--- config.mk ---
export PLATFORM = sky130hd
export DESIGN_NAME = frame_sync_decoder
export DESIGN_NICKNAME = d
export VERILOG_FILES = /design/src/rtl/comm_pkg.sv /design/src/rtl/secded_dec_15_11.sv /design/src/rtl/frame_sync_decoder.sv
export SDC_FILE = /design/constraint.sdc
export NUM_CORES = 1
export LEC_CHECK = 0
export CAP_MARGIN = 10
export CELL_PAD_IN_SITES_DETAIL_PLACEMENT = 0
export CELL_PAD_IN_SITES_GLOBAL_PLACEMENT = 1
export CORE_MARGIN = 2
export CORE_UTILIZATION = 42
export DETAILED_ROUTE_END_ITERATION = 10
export PLACE_DENSITY = 0.8
export SYNTH_ARGS = -nofsm -noshare
export SYNTH_HDL_FRONTEND = slang
export SYNTH_HIERARCHICAL = 1
export SYNTH_SLANG_ARGS = --single-unit
export TNS_END_PERCENT = 100
--- constraint.sdc ---
create_clock -name clk_10 -period 3.1 [get_ports clk_10]
set_clock_uncertainty 0.1 [all_clocks]
set_input_delay 0.465 -clock clk_10 [delete_from_list [all_inputs] [get_ports clk_10]]
set_output_delay 0.465 -clock clk_10 [all_outputs]
set_load 0.01 [all_outputs]
--- src/rtl/comm_pkg.sv ---
// ---------------------------------------------------------------------------
// comm_pkg
// Shared definitions for the receive-side frame sync / SECDED decode stage.
//   sync_state_t      : frame synchroniser state encoding
//   DEFAULT_SYNC_WORD : frame sync pattern used when the top is not overridden
//   DATA_POS          : Hamming position feeding each data_out bit, LSB first
// ---------------------------------------------------------------------------
package comm_pkg;

   typedef enum logic [1:0] {
      SEARCH = 2'd0,
      VERIFY = 2'd1,
      LOCKED = 2'd2
   } sync_state_t;

   localparam logic [15:0] DEFAULT_SYNC_WORD = 16'hF628;

   localparam int DATA_BITS = 11;

   // data bit k is taken from Hamming position DATA_POS[k] (codeword bit POS-1)
   localparam logic [3:0] DATA_POS [DATA_BITS] = '{
      4'd3, 4'd5, 4'd6, 4'd7, 4'd9, 4'd10, 4'd11, 4'd12, 4'd13, 4'd14, 4'd15
   };

endpackage

--- src/rtl/secded_dec_15_11.sv ---
// ---------------------------------------------------------------------------
// secded_dec_15_11
// Purely combinational Hamming(15,11) + overall parity decoder.
//   code_word  in  16 : received word, bit i-1 = Hamming position i, bit 15
//                       = overall even parity
//   data       out 11 : extracted (and, for single errors, corrected) data
//   err_corr   out  1 : single error detected and corrected
//   err_uncorr out  1 : double error detected, data passed uncorrected
// ---------------------------------------------------------------------------
module secded_dec_15_11
   import comm_pkg::*;
(
   input  logic [15:0] code_word,
   output logic [10:0] data,
   output logic        err_corr,
   output logic        err_uncorr
);

   logic [3:0]  syndrome;
   logic        parity;
   logic [15:0] fixed;

   // Syndrome is the XOR of the positions of all set bits; an odd overall
   // parity means a single error that the syndrome locates (syndrome 0 means
   // the overall parity bit itself flipped). Even parity with a non-zero
   // syndrome is a double error, which is left untouched.
   always_comb begin
      syndrome   = '0;
      parity     = ^code_word;
      fixed      = code_word;
      data       = '0;
      err_corr   = 1'b0;
      err_uncorr = 1'b0;

      for (int i = 1; i <= 15; i++) begin
         if (code_word[i-1]) begin
            syndrome = syndrome ^ 4'(i);
         end
      end

      if (parity) begin
         err_corr = 1'b1;
         if (syndrome == 4'd0) begin
            fixed[15] = ~code_word[15];
         end else begin
            fixed[syndrome - 4'd1] = ~code_word[syndrome - 4'd1];
         end
      end else if (syndrome != 4'd0) begin
         err_uncorr = 1'b1;
      end

      for (int k = 0; k < DATA_BITS; k++) begin
         data[k] = fixed[DATA_POS[k] - 4'd1];
      end
   end

endmodule

--- src/rtl/frame_sync_decoder.sv ---
// ---------------------------------------------------------------------------
// frame_sync_decoder
// Finds and tracks frame sync words in the incoming word stream and SECDED
// decodes the payload words of locked frames.
//   clk_10       in   1 : sole clock, rising edge
//   reset        in   1 : asynchronous, active-high
//   in_word      in  16 : incoming channel word
//   in_valid     in   1 : in_word accepted on this edge
//   data_out     out 11 : decoded payload data
//   data_valid   out  1 : one-cycle pulse per decoded word
//   frame_start  out  1 : first payload word of a frame
//   err_corr     out  1 : decoded word had a corrected single error
//   err_uncorr   out  1 : decoded word had an uncorrectable double error
//   locked       out  1 : synchroniser is in LOCKED
//   corr_count   out 16 : saturating count of corrected words
//   uncorr_count out 16 : saturating count of uncorrectable words
//   frame_count  out 16 : wrapping count of locked frames with a good sync
// ---------------------------------------------------------------------------
module frame_sync_decoder
   import comm_pkg::*;
#(
   parameter logic [15:0] SYNC_WORD  = DEFAULT_SYNC_WORD,
   parameter int          SYNC_TOL   = 1,
   parameter int          FRAME_LEN  = 8,
   parameter int          LOCK_COUNT = 2,
   parameter int          LOSS_COUNT = 3
)
(
   input  logic        clk_10,
   input  logic        reset,
   input  logic [15:0] in_word,
   input  logic        in_valid,
   output logic [10:0] data_out,
   output logic        data_valid,
   output logic        frame_start,
   output logic        err_corr,
   output logic        err_uncorr,
   output logic        locked,
   output logic [15:0] corr_count,
   output logic [15:0] uncorr_count,
   output logic [15:0] frame_count
);

   localparam int CW = $clog2(FRAME_LEN + 1);
   localparam int HW = $clog2(LOCK_COUNT + 1);
   localparam int MW = $clog2(LOSS_COUNT + 1);

   // word_cnt == SYNC_SLOT marks the word that must carry the next sync
   localparam logic [CW-1:0] SYNC_SLOT   = CW'(FRAME_LEN);
   localparam logic [HW-1:0] HITS_TARGET = HW'(LOCK_COUNT);
   localparam logic [MW-1:0] MISS_LIMIT  = MW'(LOSS_COUNT);

   sync_state_t   state, state_n;
   logic [CW-1:0] word_cnt, word_cnt_n;
   logic [HW-1:0] hits, hits_n;
   logic [MW-1:0] misses, misses_n;

   logic [4:0]    sync_dist;
   logic          sync_hit;
   logic          emit;
   logic          emit_first;
   logic          good_sync;

   logic [10:0]   dec_data;
   logic          dec_corr;
   logic          dec_uncorr;

   secded_dec_15_11 u_dec (
      .code_word  (in_word),
      .data       (dec_data),
      .err_corr   (dec_corr),
      .err_uncorr (dec_uncorr)
   );

   // Sync match tolerates up to SYNC_TOL flipped bits against the pattern.
   always_comb begin
      sync_dist = '0;
      for (int i = 0; i < 16; i++) begin
         sync_dist = sync_dist + 5'(in_word[i] ^ SYNC_WORD[i]);
      end
      sync_hit = (32'(sync_dist) <= SYNC_TOL);
   end

   // Synchroniser state register; only accepted words move anything.
   always_ff @(posedge clk_10 or posedge reset) begin
      if (reset) begin
         state    <= SEARCH;
         word_cnt <= '0;
         hits     <= '0;
         misses   <= '0;
      end else begin
         state    <= state_n;
         word_cnt <= word_cnt_n;
         hits     <= hits_n;
         misses   <= misses_n;
      end
   end

   // Next-state logic. word_cnt counts payload words since the last sync
   // slot; in LOCKED a missed sync still re-aligns the frame (flywheel) until
   // LOSS_COUNT consecutive misses drop lock.
   always_comb begin
      state_n    = state;
      word_cnt_n = word_cnt;
      hits_n     = hits;
      misses_n   = misses;
      emit       = 1'b0;
      emit_first = 1'b0;
      good_sync  = 1'b0;

      if (in_valid) begin
         case (state)
            SEARCH: begin
               if (sync_hit) begin
                  word_cnt_n = '0;
                  misses_n   = '0;
                  if (HITS_TARGET == HW'(1)) begin
                     state_n = LOCKED;
                     hits_n  = '0;
                  end else begin
                     state_n = VERIFY;
                     hits_n  = HW'(1);
                  end
               end
            end

            VERIFY: begin
               if (word_cnt != SYNC_SLOT) begin
                  word_cnt_n = word_cnt + CW'(1);
               end else begin
                  word_cnt_n = '0;
                  if (!sync_hit) begin
                     state_n = SEARCH;
                     hits_n  = '0;
                  end else if (hits + HW'(1) == HITS_TARGET) begin
                     state_n  = LOCKED;
                     hits_n   = '0;
                     misses_n = '0;
                  end else begin
                     hits_n = hits + HW'(1);
                  end
               end
            end

            LOCKED: begin
               if (word_cnt != SYNC_SLOT) begin
                  emit       = 1'b1;
                  emit_first = (word_cnt == '0);
                  word_cnt_n = word_cnt + CW'(1);
               end else begin
                  word_cnt_n = '0;
                  if (sync_hit) begin
                     misses_n  = '0;
                     good_sync = 1'b1;
                  end else if (misses + MW'(1) == MISS_LIMIT) begin
                     state_n  = SEARCH;
                     misses_n = '0;
                     hits_n   = '0;
                  end else begin
                     misses_n = misses + MW'(1);
                  end
               end
            end

            default: begin
               state_n    = SEARCH;
               word_cnt_n = '0;
               hits_n     = '0;
               misses_n   = '0;
            end
         endcase
      end
   end

   assign locked = (state == LOCKED);

   // Output register and statistics. Pulses and flags last one cycle;
   // data_out holds the last decoded word between pulses.
   always_ff @(posedge clk_10 or posedge reset) begin
      if (reset) begin
         data_out     <= '0;
         data_valid   <= 1'b0;
         frame_start  <= 1'b0;
         err_corr     <= 1'b0;
         err_uncorr   <= 1'b0;
         corr_count   <= '0;
         uncorr_count <= '0;
         frame_count  <= '0;
      end else begin
         data_valid  <= emit;
         frame_start <= emit_first;
         err_corr    <= emit & dec_corr;
         err_uncorr  <= emit & dec_uncorr;
         if (emit) begin
            data_out <= dec_data;
         end
         if (emit && dec_corr && corr_count != 16'hFFFF) begin
            corr_count <= corr_count + 16'd1;
         end
         if (emit && dec_uncorr && uncorr_count != 16'hFFFF) begin
            uncorr_count <= uncorr_count + 16'd1;
         end
         if (good_sync) begin
            frame_count <= frame_count + 16'd1;
         end
      end
   end

endmodule

==> out/qor.csv, run 1 <==
stage,metric,value,unit
synthesis,synthArstFlopShare,100,%
synthesis,synth-edff-count,0,
cells_and_area,num_antenna_cells,0,
synthesis,synth_top_cell_by_area,dfrtp_1,
power_and_ir_drop,power_leakage,3.43,nW
synthesis,ys_warn_count,6,
clock_tree,clk_path_buf_depth,2,
placement,portBuffers,82,
clock_tree,numCtsBuffers,9,
clock_tree,cts_htree_levels,3,
worst_setup_path,setup.worst_path.end,state[0],
grt,grt_pass1_wl,20.9,mm
worst_setup_path,ff2ff_setup_slack,0.91,ns
worst_setup_path,critPathMaxFanout,4,
cells_and_area,finalNonFillerCells,785,
synthesis,syn_area_per_cell,10.5,µm²
detailed_routing,drt-total-wl,12.7,mm
sta,fin_crit,4.26,ns
synthesis,synth_fp_nets,507,
clock_tree,clk_latency,0.33,ns
synthesis,synth_seq_cells,73,
sta,tns,-27.17,ns
floorplan,core,11300,µm²
sta,maxSlewViolCount,0,
detailed_routing,drtIter0Drc,161,
placement,dp_hpwl,9.15,mm
synthesis,synthSimpleGateAreaFrac,19.2,%
clock_tree,clk_pin_slew,0.06,ns
sta,maxSlewHeadroom,50.9,%
sta,timing.fmax,235,MHz
status,status,finished with violations,
synthesis,synth.area.top_cells,"dfrtp_1 (38%), xnor2_1 (7.6%), mux2_2 (5.6%), fa_1 (4.1%), xor2_1 (4.0%)",
floorplan,dieArea,12400,µm²
sta,setup_viol,27,
hold_path,hold_class,flip-flop to flip-flop,
synthesis,synthFlopType,dfrtp_1,
sta,rsz0062_at_grt,yes,
power_and_ir_drop,max-vdd-ir-drop,0.545,mV
cells_and_area,syn_to_final_growth,53.7,%
synthesis,yosysUniqueCellTypes,74,
clock_tree,hold_buffers,0,
sta,min_period_over_period,137,%
detailed_routing,dr_total_vias,4126,
cells_and_area,nNetsFinal,681,
floorplan,ios,83,
detailed_routing,ant_nets,0,
detailed_routing,avgViaCountPerCell,5.26,
placement,dp_cells,747,
cells_and_area,finalInstanceArea,7450,µm²
synthesis,synth_top_family_by_area,simple AND/OR/NAND/NOR gates,
placement,postPlaceCellArea,6480,µm²
synthesis,synth_mux_area_share,8.29,%
power_and_ir_drop,power_density,728,nW/µm²
worst_setup_path,critPathKind,input port to flip-flop,
floorplan,rows,39,
sta,worst_slack,-1.16,ns
worst_setup_path,cp.required,3.21,ns
cells_and_area,fillCellCount,849,
detailed_routing,drc,0,
detailed_routing,wl_per_cell,16.2,µm
grt,overflow,0,
synthesis,synth_seq_area_share,37.7,%
cells_and_area,drive_gt1_share,36.1,%
worst_setup_path,r2r_cells,6,
synthesis,synthXorXnorAreaFrac,14.7,%
sta,worstMarginPinSlew,0.736,ns
clock_tree,cts.sinks,73,
synthesis,yosys-top-cells-count,"dfrtp_1 (73), inv_1 (43), xnor2_1 (42)",
grt,grt_use_total,20.8,%
synthesis,syn_inst,463,
synthesis,synth.most_common_cell,dfrtp_1,
detailed_routing,drt-pass1-iter-count,4,
floorplan,start_util,42.8,%
synthesis,netlist_area,4840,µm²
floorplan,die_h,111,µm
placement,gp_congestion,0.858,
worst_setup_path,timing.rr.start,word_cnt[0],
grt,antenna_found_initial,0,
floorplan,fp.dieW,111,µm
worst_setup_path,startpoint,in_word[7],
grt,first_global_vias,4235,
clock_tree,root_buffer,clkbuf_16,
status,violations,setup timing,
synthesis,synthAdderAreaFrac,8.01,%
clock_tree,cts_tree,done,
grt,grt_max_degree,41,
sta,hold_slack,0.379,ns
sta,final_hold_viol_count,0,
worst_setup_path,cp-end-kind,flip-flop,
synthesis,synth-compound-area-share,8.06,%
synthesis,synth_top_area_share,37.7,%
flow_run,cap_violations,0,
worst_setup_path,arrival,4.37,ns
worst_setup_path,timing.rr.end,state[0],
worst_setup_path,critPathLaunchType,input port,
[power by group]
group	switching, mW	total [mW]	internal, mW
Clock	0.405	1.03	0.626
Combinational	1.44	3.07	1.64
Sequential	0.176	1.32	1.14
[cell families after synthesis]
family,after synthesis
AND/OR/NAND/NOR,164
flip-flops,73
XOR/XNOR,72
buffers and inverters,49
AO/OA/AOI/OAI,46
multiplexers,34
adder cells (fa/ha/maj),25
[final cells by class]
class | instances | area (µm²) | share of cell area (%)
Multi-Input combinational cell | 341 | 3400 | 45.7
Sequential cell | 73 | 1830 | 24.5
Clock inverter | 6 | 67.6 | 0.907
Clock buffer | 10 | 229 | 3.08
Tap cell | 143 | 179 | 2.40
Timing Repair Buffer | 169 | 1580 | 21.2
Inverter | 43 | 164 | 2.20
[routing by layer]
| metal | up-vias | track usage (%) | share of wire (%) |
|---|---|---|---|
| li1 | 1977 | - | - |
| met1 | 2061 | 27.6 | 45 |
| met2 | 79 | 34.4 | 50 |
| met3 | 9 | 5.33 | 4.5 |
| met4 | 0 | 5.02 | 0.66 |
| met5 | - | 0 | 0 |
[critical path: stages]
cell and delay [ns]:
buf_8 0.08, inv_4 0.03, fa_1 0.55, inv_1 0.06, fa_1 0.47, fa_1 0.52, inv_1 0.05, fa_1 0.47
inv_1 0.04, ha_2 0.18, inv_2 0.05, fa_2 0.46, and3_4 0.19, nand4_1 0.11, nor4bb_4 0.32, mux2_4 0.33
[stage by stage]
stage | power, mW | utilization [%] | setup WS (ns)
after global placement | 3.76 | 57.3 | -1.86
final | 5.42 | 65.8 | -1.16
after detailed placement | 3.83 | 57.3 | -2.03
after global routing | 5.75 | 65.8 | -1.27
after CTS | 5.22 | 63.2 | -1.23
after floorplan | 2.82 | - | -1.26
[registers in the layout, summed over array words and instances (netlist names), 2 cells and up]
name          cells
corr_count       16
frame_count      16
uncorr_count     16
data_out         11
word_cnt          4
hits              2
misses            2
state             2
[worst min path at each step]
| stage | depth (start not counted) | to | from |
|---|---|---|---|
| after floorplan | 1 | misses[0] | misses[0] |
| after global placement | 1 | frame_count[15] | frame_count[15] |
| after detailed placement | 1 | frame_count[15] | frame_count[15] |
| after CTS | 1 | frame_count[15] | frame_count[15] |
| after global routing | 1 | frame_count[15] | frame_count[15] |
| final | 1 | frame_count[15] | frame_count[15] |
[repair_timing]
| item | in CTS | in global routing |
|---|---|---|
| gates cloned | 0 | 0 |
| pin swaps | 46 | 30 |
| setup endpoints to repair | 54 | 61 |
| buffers inserted | 16 | 8 |
| resized for setup | 106 | 53 |
[layout by cell type, fill, tap and decap left out, types with 11 or more instances in the layout]
cell	n
nand3_1	20
nand4_1	13
dfrtp_1	73
buf_4	65
xnor2_1	31
nand2_1	34
clkdlybuf4s50_1	68
nor2_1	21
buf_6	22
xor2_1	21
ha_1	13
inv_1	36
mux2_4	15
mux2_2	11
(Power assumes the default switching activity.)
==> inputs of run 2 (changes only) <==
--- a/config.mk
+++ b/config.mk
@@ -8,10 +8,10 @@
 export CAP_MARGIN = 10
 export CELL_PAD_IN_SITES_DETAIL_PLACEMENT = 0
 export CELL_PAD_IN_SITES_GLOBAL_PLACEMENT = 1
-export CORE_MARGIN = 2
-export CORE_UTILIZATION = 42
+export CORE_MARGIN = 8
+export CORE_UTILIZATION = 38
 export DETAILED_ROUTE_END_ITERATION = 10
-export PLACE_DENSITY = 0.8
+export PLACE_DENSITY = 0.76
 export SYNTH_ARGS = -nofsm -noshare
 export SYNTH_HDL_FRONTEND = slang
 export SYNTH_HIERARCHICAL = 1
==> constraint.sdc (replaced) <==
create_clock -name clk_10 -period 3.7 [get_ports clk_10]
set_clock_uncertainty 0.1 [all_clocks]
set_input_delay 0.555 -clock clk_10 [delete_from_list [all_inputs] [get_ports clk_10]]
set_output_delay 0.555 -clock clk_10 [all_outputs]
set_load 0.01 [all_outputs]
==> run 2 against run 1 <==
The run still ends with setup timing left. Combinational power decreased by 30%. Clock power decreased by 8%. Global-route usage decreased by 5.3 points. Count of clock-buffer cells in the layout increased by 2. Power decreased by 23%. Sequential cell count unchanged. Register-to-register slack improved by 0.60 ns. Critical path depth decreased by 1. Via count decreased by 5.2%. Cell count decreased by 0.51%.
==> out/qor.csv, run 2 (synthesis gave the netlist of run 1 again) <==
stage,metric,value,unit
power_and_ir_drop,power_leakage,3.07,nW
power_and_ir_drop,max-vdd-ir-drop,0.359,mV
clock_tree,numCtsBuffers,9,
placement,dp_cells,759,
cells_and_area,ff_latch_area,1830,µm²
hold_path,hold_class,flip-flop to flip-flop,
placement,dp_hpwl,9.46,mm
grt,grt_max_degree,39,
sta,rsz0062_at_grt,yes,
sta,worst_slack,-0.573,ns
grt,first_global_vias,4055,
detailed_routing,drt-total-wl,12.3,mm
worst_setup_path,cp-end-kind,flip-flop,
sta,maxSlewHeadroom,47.6,%
sta,setup_viol,26,
detailed_routing,ant_nets,0,
floorplan,ios,83,
status,violations,setup timing,
cells_and_area,fin_util,54.2,%
detailed_routing,dr_total_vias,3910,
cells_and_area,final_cell_mix,"dfrtp_1 (73), clkdlybuf4s50_1 (72), buf_4 (48)",
grt,overflow,0,
floorplan,rows,41,
sta,hold_slack,0.392,ns
worst_setup_path,critical-path-max-stage-delay,0.57,ns
clock_tree,cts_htree_levels,3,
cells_and_area,num_antenna_cells,0,
worst_setup_path,path_buf_inv,5,
grt,grt_use_total,15.5,%
worst_setup_path,critPathTopFamily,adder cells,
sta,fin_crit,4.27,ns
detailed_routing,avgViaCountPerCell,5.01,
clock_tree,cts.sinks,73,
cells_and_area,finalNonFillerCells,781,
floorplan,dieArea,16600,µm²
detailed_routing,drc,0,
grt,grt_pass1_wl,20.4,mm
cells_and_area,nNetsFinal,648,
cells_and_area,syn_to_final_growth,40.1,%
grt,antenna_found_initial,0,
placement,gp_congestion,0.845,
placement,portBuffers,82,
cells_and_area,layout_commonest_cell,dfrtp_1,
clock_tree,clk_pin_slew,0.06,ns
power_and_ir_drop,power_density,618,nW/µm²
worst_setup_path,critPathKind,input port to flip-flop,
worst_setup_path,critPathLaunchType,input port,
floorplan,fp.dieW,129,µm
worst_setup_path,critPathMaxFanout,5,
floorplan,core,12500,µm²
clock_tree,clk_path_buf_depth,2,
detailed_routing,wl_per_cell,15.7,µm
worst_setup_path,arrival,4.43,ns
placement,post-place-ws,-1.41,ns
worst_setup_path,cp.required,3.86,ns
detailed_routing,wl_met3,570,µm
status,status,finished with violations,
cells_and_area,multi_input_area,3020,µm²
detailed_routing,drtIter0Drc,159,
floorplan,start_util,38.7,%
worst_setup_path,slowest_stage,fa_2,
clock_tree,cts_tree,done,
sta,worstMarginPinSlew,0.785,ns
sta,tns,-12.53,ns
detailed_routing,drt-pass1-iter-count,4,
worst_setup_path,critPathMostFrequentCell,fa_1,
detailed_routing,wl_met1,5.55,mm
cells_and_area,drive_gt1_share,26.8,%
detailed_routing,route.top_layer_used,met4,
sta,maxSlewViolCount,0,
sta,final_hold_viol_count,0,
clock_tree,root_buffer,clkbuf_16,
detailed_routing,met2WireLength,6.05,mm
flow_run,cap_violations,0,
cells_and_area,largest_registers,"corr_count (16), frame_count (16), uncorr_count (16)",
sta,timing.fmax,234,MHz
sta,min_period_over_period,115,%
worst_setup_path,path_cells,buf_6 > fa_1 > inv_2 > fa_1 > fa_1 > inv_1 > fa_1 > inv_1 > ha_2 > inv_2 > fa_2 > nand3_4 > o21ai_4 > or4b_4 > a22oi_2,
clock_tree,clk_latency,0.34,ns
cells_and_area,fillCellCount,1144,
floorplan,die_h,129,µm
==> run 2: area by class of cell <==
class | count | share of cell area, %
Multi-Input combinational cell | 341 | 44.5
Sequential cell | 73 | 26.9
Timing Repair Buffer | 136 | 18.3
Clock buffer | 12 | 3.63
Tap cell | 172 | 3.17
Inverter | 43 | 2.38
Clock inverter | 4 | 1.12
==> run 2: path summary, 6_finish.rpt <==
kind | startpoint | end | slack (ns) | depth (start not counted)
setup reg to reg | state[0] | corr_count[14] | 1.51 | 7
min in group asynchronous | reset | corr_count[11] | 0.58 | 2
setup / recovery | in_word[5] | state[1] | -0.57 | 15
max in group asynchronous | reset | data_out[4] | 2.25 | 3
hold / removal | uncorr_count[13] | uncorr_count[13] | 0.39 | 1
hold reg to reg | uncorr_count[13] | uncorr_count[13] | 0.39 | 1
==> run 2: repair_timing <==
item                                   CTS  global route
gates resized for setup                 63            16
hold buffers                             0             0
pin swaps                               23            16
endpoints found under the hold margin    0             0
setup buffers                            4             4
setup endpoints to repair               26            30
==> run 2: power breakdown <==
part	switching, mW	internal, mW
registers	0.151	0.956
logic	1.02	1.11
clock network	0.342	0.611
total	1.52	2.68
==> run 2: stage by stage <==
step	instance area [µm²]	power (mW)
after CTS	6700	4.15
after detailed placement	6290	3.10
after floorplan	4910	2.31
after global routing	6790	4.48
final	6790	4.20
after global placement	6290	3.06
==> run 2: metal layers <==
layer / GRT usage [%] / vias to the layer above
met4: 4.08 / 0
met2: 25.7 / 66
met1: 19.1 / 1919
met3: 4.55 / 10
li1: - / 1915
met5: 0 / -
==> inputs of run 3 (changes only) <==
--- a/config.mk
+++ b/config.mk
@@ -9,9 +9,9 @@
 export CELL_PAD_IN_SITES_DETAIL_PLACEMENT = 0
 export CELL_PAD_IN_SITES_GLOBAL_PLACEMENT = 1
 export CORE_MARGIN = 8
-export CORE_UTILIZATION = 38
+export CORE_UTILIZATION = 45
 export DETAILED_ROUTE_END_ITERATION = 10
-export PLACE_DENSITY = 0.76
+export PLACE_DENSITY = 0.85
 export SYNTH_ARGS = -nofsm -noshare
 export SYNTH_HDL_FRONTEND = slang
 export SYNTH_HIERARCHICAL = 1
==> constraint.sdc (replaced) <==
create_clock -name clk_10 -period 4.97 [get_ports clk_10]
set_clock_uncertainty 0.1 [all_clocks]
set_input_delay 0.7455 -clock clk_10 [delete_from_list [all_inputs] [get_ports clk_10]]
set_output_delay 0.7455 -clock clk_10 [all_outputs]
set_load 0.01 [all_outputs]
==> run 3 against run 2 <==
The run now ends clean. First-iteration DRC count increased by 89%. Non-clock buffer count is 28 lower. Count of clock-buffer cells in the layout fell by 3. Die area fell by 14%. Register-to-register slack gained 0.93 ns. Cell area shrank 7.4%. Sequential cell count unchanged. Setup slack gained 0.72 ns. Hold slack got worse by 0.0057 ns. Largest power group unchanged. Cell count fell by 7.7%. Wire length down 3.6%.
==> out/qor.csv, run 3 (synthesis gave the netlist of run 1 again) <==
stage,metric,value,unit
worst_setup_path,path_cells,clkdlybuf4s50_1 > fa_1 > fa_1 > fa_1 > inv_1 > fa_1 > inv_1 > ha_2 > inv_1 > fa_2 > nand3_4 > o21ai_4 > nor3b_4 > mux2_2,
floorplan,core,10700,µm²
cells_and_area,finalNonFillerCells,721,
worst_setup_path,slowest_stage,fa_2,
status,status,finished clean,
floorplan,start_util,45.5,%
cells_and_area,largest_registers,"corr_count (16), frame_count (16), uncorr_count (16)",
worst_setup_path,critPathKind,input port to flip-flop,
sta,rsz0062_at_grt,no,
detailed_routing,drc,0,
clock_tree,clk_pin_slew,0.10,ns
power_and_ir_drop,max-vdd-ir-drop,0.317,mV
floorplan,dieArea,14300,µm²
detailed_routing,drt-pass1-iter-count,4,
hold_path,min_path_cells,1,
cells_and_area,multi_input_area,2900,µm²
clock_tree,root_buffer,clkbuf_8,
worst_setup_path,r2r_cells,5,
power_and_ir_drop,p_int,1.61,mW
cells_and_area,fin_util,59.0,%
floorplan,rows,38,
placement,dp_cells,703,
floorplan,ios,83,
power_and_ir_drop,seqPwrFrac,30.2,%
worst_setup_path,path_buf_inv,4,
worst_setup_path,timing.rr.start,word_cnt[0],
cells_and_area,drive_gt1_share,18.6,%
worst_setup_path,cp.required,5.10,ns
clock_tree,cts_htree_levels,3,
power_and_ir_drop,power_leakage,2.83,nW
detailed_routing,avgViaCountPerCell,5.34,
hold_path,hold_start,frame_count[15],
sta,maxSlewHeadroom,20.0,%
cells_and_area,final_cell_mix,"clkdlybuf4s50_1 (75), dfrtp_1 (73), xnor2_1 (42), inv_1 (42), nand2_1 (40)",
sta,final_hold_viol_count,0,
floorplan,die_h,120,µm
worst_setup_path,ff2ff_setup_slack,2.44,ns
cells_and_area,num_antenna_cells,0,
power_and_ir_drop,p_clk_share,16.5,%
grt,first_global_vias,4059,
power_and_ir_drop,p_sw,1.10,mW
worst_setup_path,cp-end-kind,flip-flop,
grt,grt_max_degree,40,
placement,gp_congestion,0.867,
flow_run,cap_violations,0,
worst_setup_path,timing.rr.end,data_out[3],
placement,dp_hpwl,9.00,mm
sta,tns,0,ns
clock_tree,hold_buffers,0,
worst_setup_path,critPathMaxFanout,4,
clock_tree,clk_latency,0.36,ns
clock_tree,numCtsBuffers,9,
hold_path,min_to,frame_count[15],
clock_tree,cts.sinks,73,
grt,grt_use_total,17.2,%
hold_path,hold_class,flip-flop to flip-flop,
sta,min_period_over_period,97.1,%
cells_and_area,nNetsFinal,620,
worst_setup_path,critPathTopFamily,adder cells,
grt,grt_pass1_wl,20.5,mm
sta,worst_slack,0.143,ns
worst_setup_path,critPathMostFrequentCell,fa_1,
floorplan,fp.dieW,120,µm
sta,maxSlewViolCount,0,
sta,timing.fmax,207,MHz
sta,worstMarginPinSlew,1.20,ns
detailed_routing,ant_nets,0,
cells_and_area,layout_commonest_cell,clkdlybuf4s50_1,
worst_setup_path,critical-path-max-stage-delay,0.59,ns
detailed_routing,drt-total-wl,11.9,mm
power_and_ir_drop,power_density,431,nW/µm²
detailed_routing,drtIter0Drc,300,
power_and_ir_drop,pwr-share-comb,53.4,%
power_and_ir_drop,p_total,2.71,mW
cells_and_area,fillCellCount,923,
detailed_routing,dr_total_vias,3853,
sta,setup_viol,0,
clock_tree,cts_tree,done,
placement,portBuffers,82,
sta,fin_crit,4.83,ns
worst_setup_path,arrival,4.96,ns
power_and_ir_drop,swShare,40.5,%
cells_and_area,syn_to_final_growth,29.8,%
detailed_routing,wl_per_cell,16.4,µm
cells_and_area,ff_latch_area,1830,µm²
grt,antenna_found_initial,0,
grt,overflow,0,
worst_setup_path,critPathLaunchType,input port,
clock_tree,clk_path_buf_depth,2,
placement,post-place-ws,-0.389,ns
==> run 3: cell count changes in the layout (fill, tap and decap cells not counted), moves of 3 or more <==
| cell | previous run | this run |
|---|---|---|
| buf_4 | 48 | 26 |
| clkbuf_16 | 9 | 0 |
| buf_6 | 8 | 0 |
| clkbuf_8 | 1 | 9 |
| inv_1 | 35 | 42 |
| inv_2 | 8 | 1 |
| dlymetal6s2s_1 | 1 | 7 |
| nor3_1 | 11 | 16 |
| nor3_4 | 5 | 0 |
| buf_2 | 4 | 0 |
| clkdlybuf4s50_1 | 72 | 75 |
==> run 3: worst max-delay path by stage <==
stage | from | to | slack (ns) | depth (start not counted)
after global placement | in_word[7] | state[0] | -0.28 | 16
final | in_word[1] | hits[0] | 0.14 | 14
after floorplan | in_word[7] | state[0] | 0.25 | 16
after global routing | in_word[1] | state[1] | 0.02 | 14
after detailed placement | in_word[7] | state[0] | -0.39 | 16
after CTS | in_word[7] | state[0] | 0.008 | 16
==> run 3: area by class of cell <==
class	count	share of cell area, %
clock inverters	7	0.976
inverters	43	2.57
repair buffers	108	16.4
clock buffers	9	1.97
well taps	140	2.79
flip-flops and latches	73	29.1
multi-input cells	341	46.2
==> run 3: timing repair <==
action | 4_1_cts | 5_1_grt
resized for setup | 1 | 22
pin swaps | 0 | 9
endpoints found under the setup margin | 1 | 23
hold endpoints to repair | 0 | 0
buffers inserted | 0 | 2
==> run 3: power by group through the flow <==
stage          clock network, mW  logic (mW)  registers [mW]
2_1_floorplan                  0       0.812           0.848
5_1_grt                    0.484        1.59           0.838
6_report                   0.446        1.45           0.817
3_5_place_dp                   0        1.32           0.828
4_1_cts                    0.463        1.34           0.819
3_3_place_gp                   0        1.29           0.822
==> run 3: routing by layer <==
layer  share of wire (%)  routed length, µm  GRT usage (%)  vias to the layer above
met5                   0                  0              0                        -
met4                0.80                 95           4.76                        0
met3                 5.2                612           3.71                        9
met2                  49               5820           27.4                      100
met1                  45               5320           23.0                     1900
li1                    -                  -              -                     1844
==> run 3: stage by stage <==
stage | hold slack, ns | instance area (µm²)
finish | 0.387 | 6280
detailed placement | 0.366 | 5990
floorplan | 0.356 | 4840
global route | 0.423 | 6280
CTS | 0.385 | 6180
global placement | 0.367 | 5990
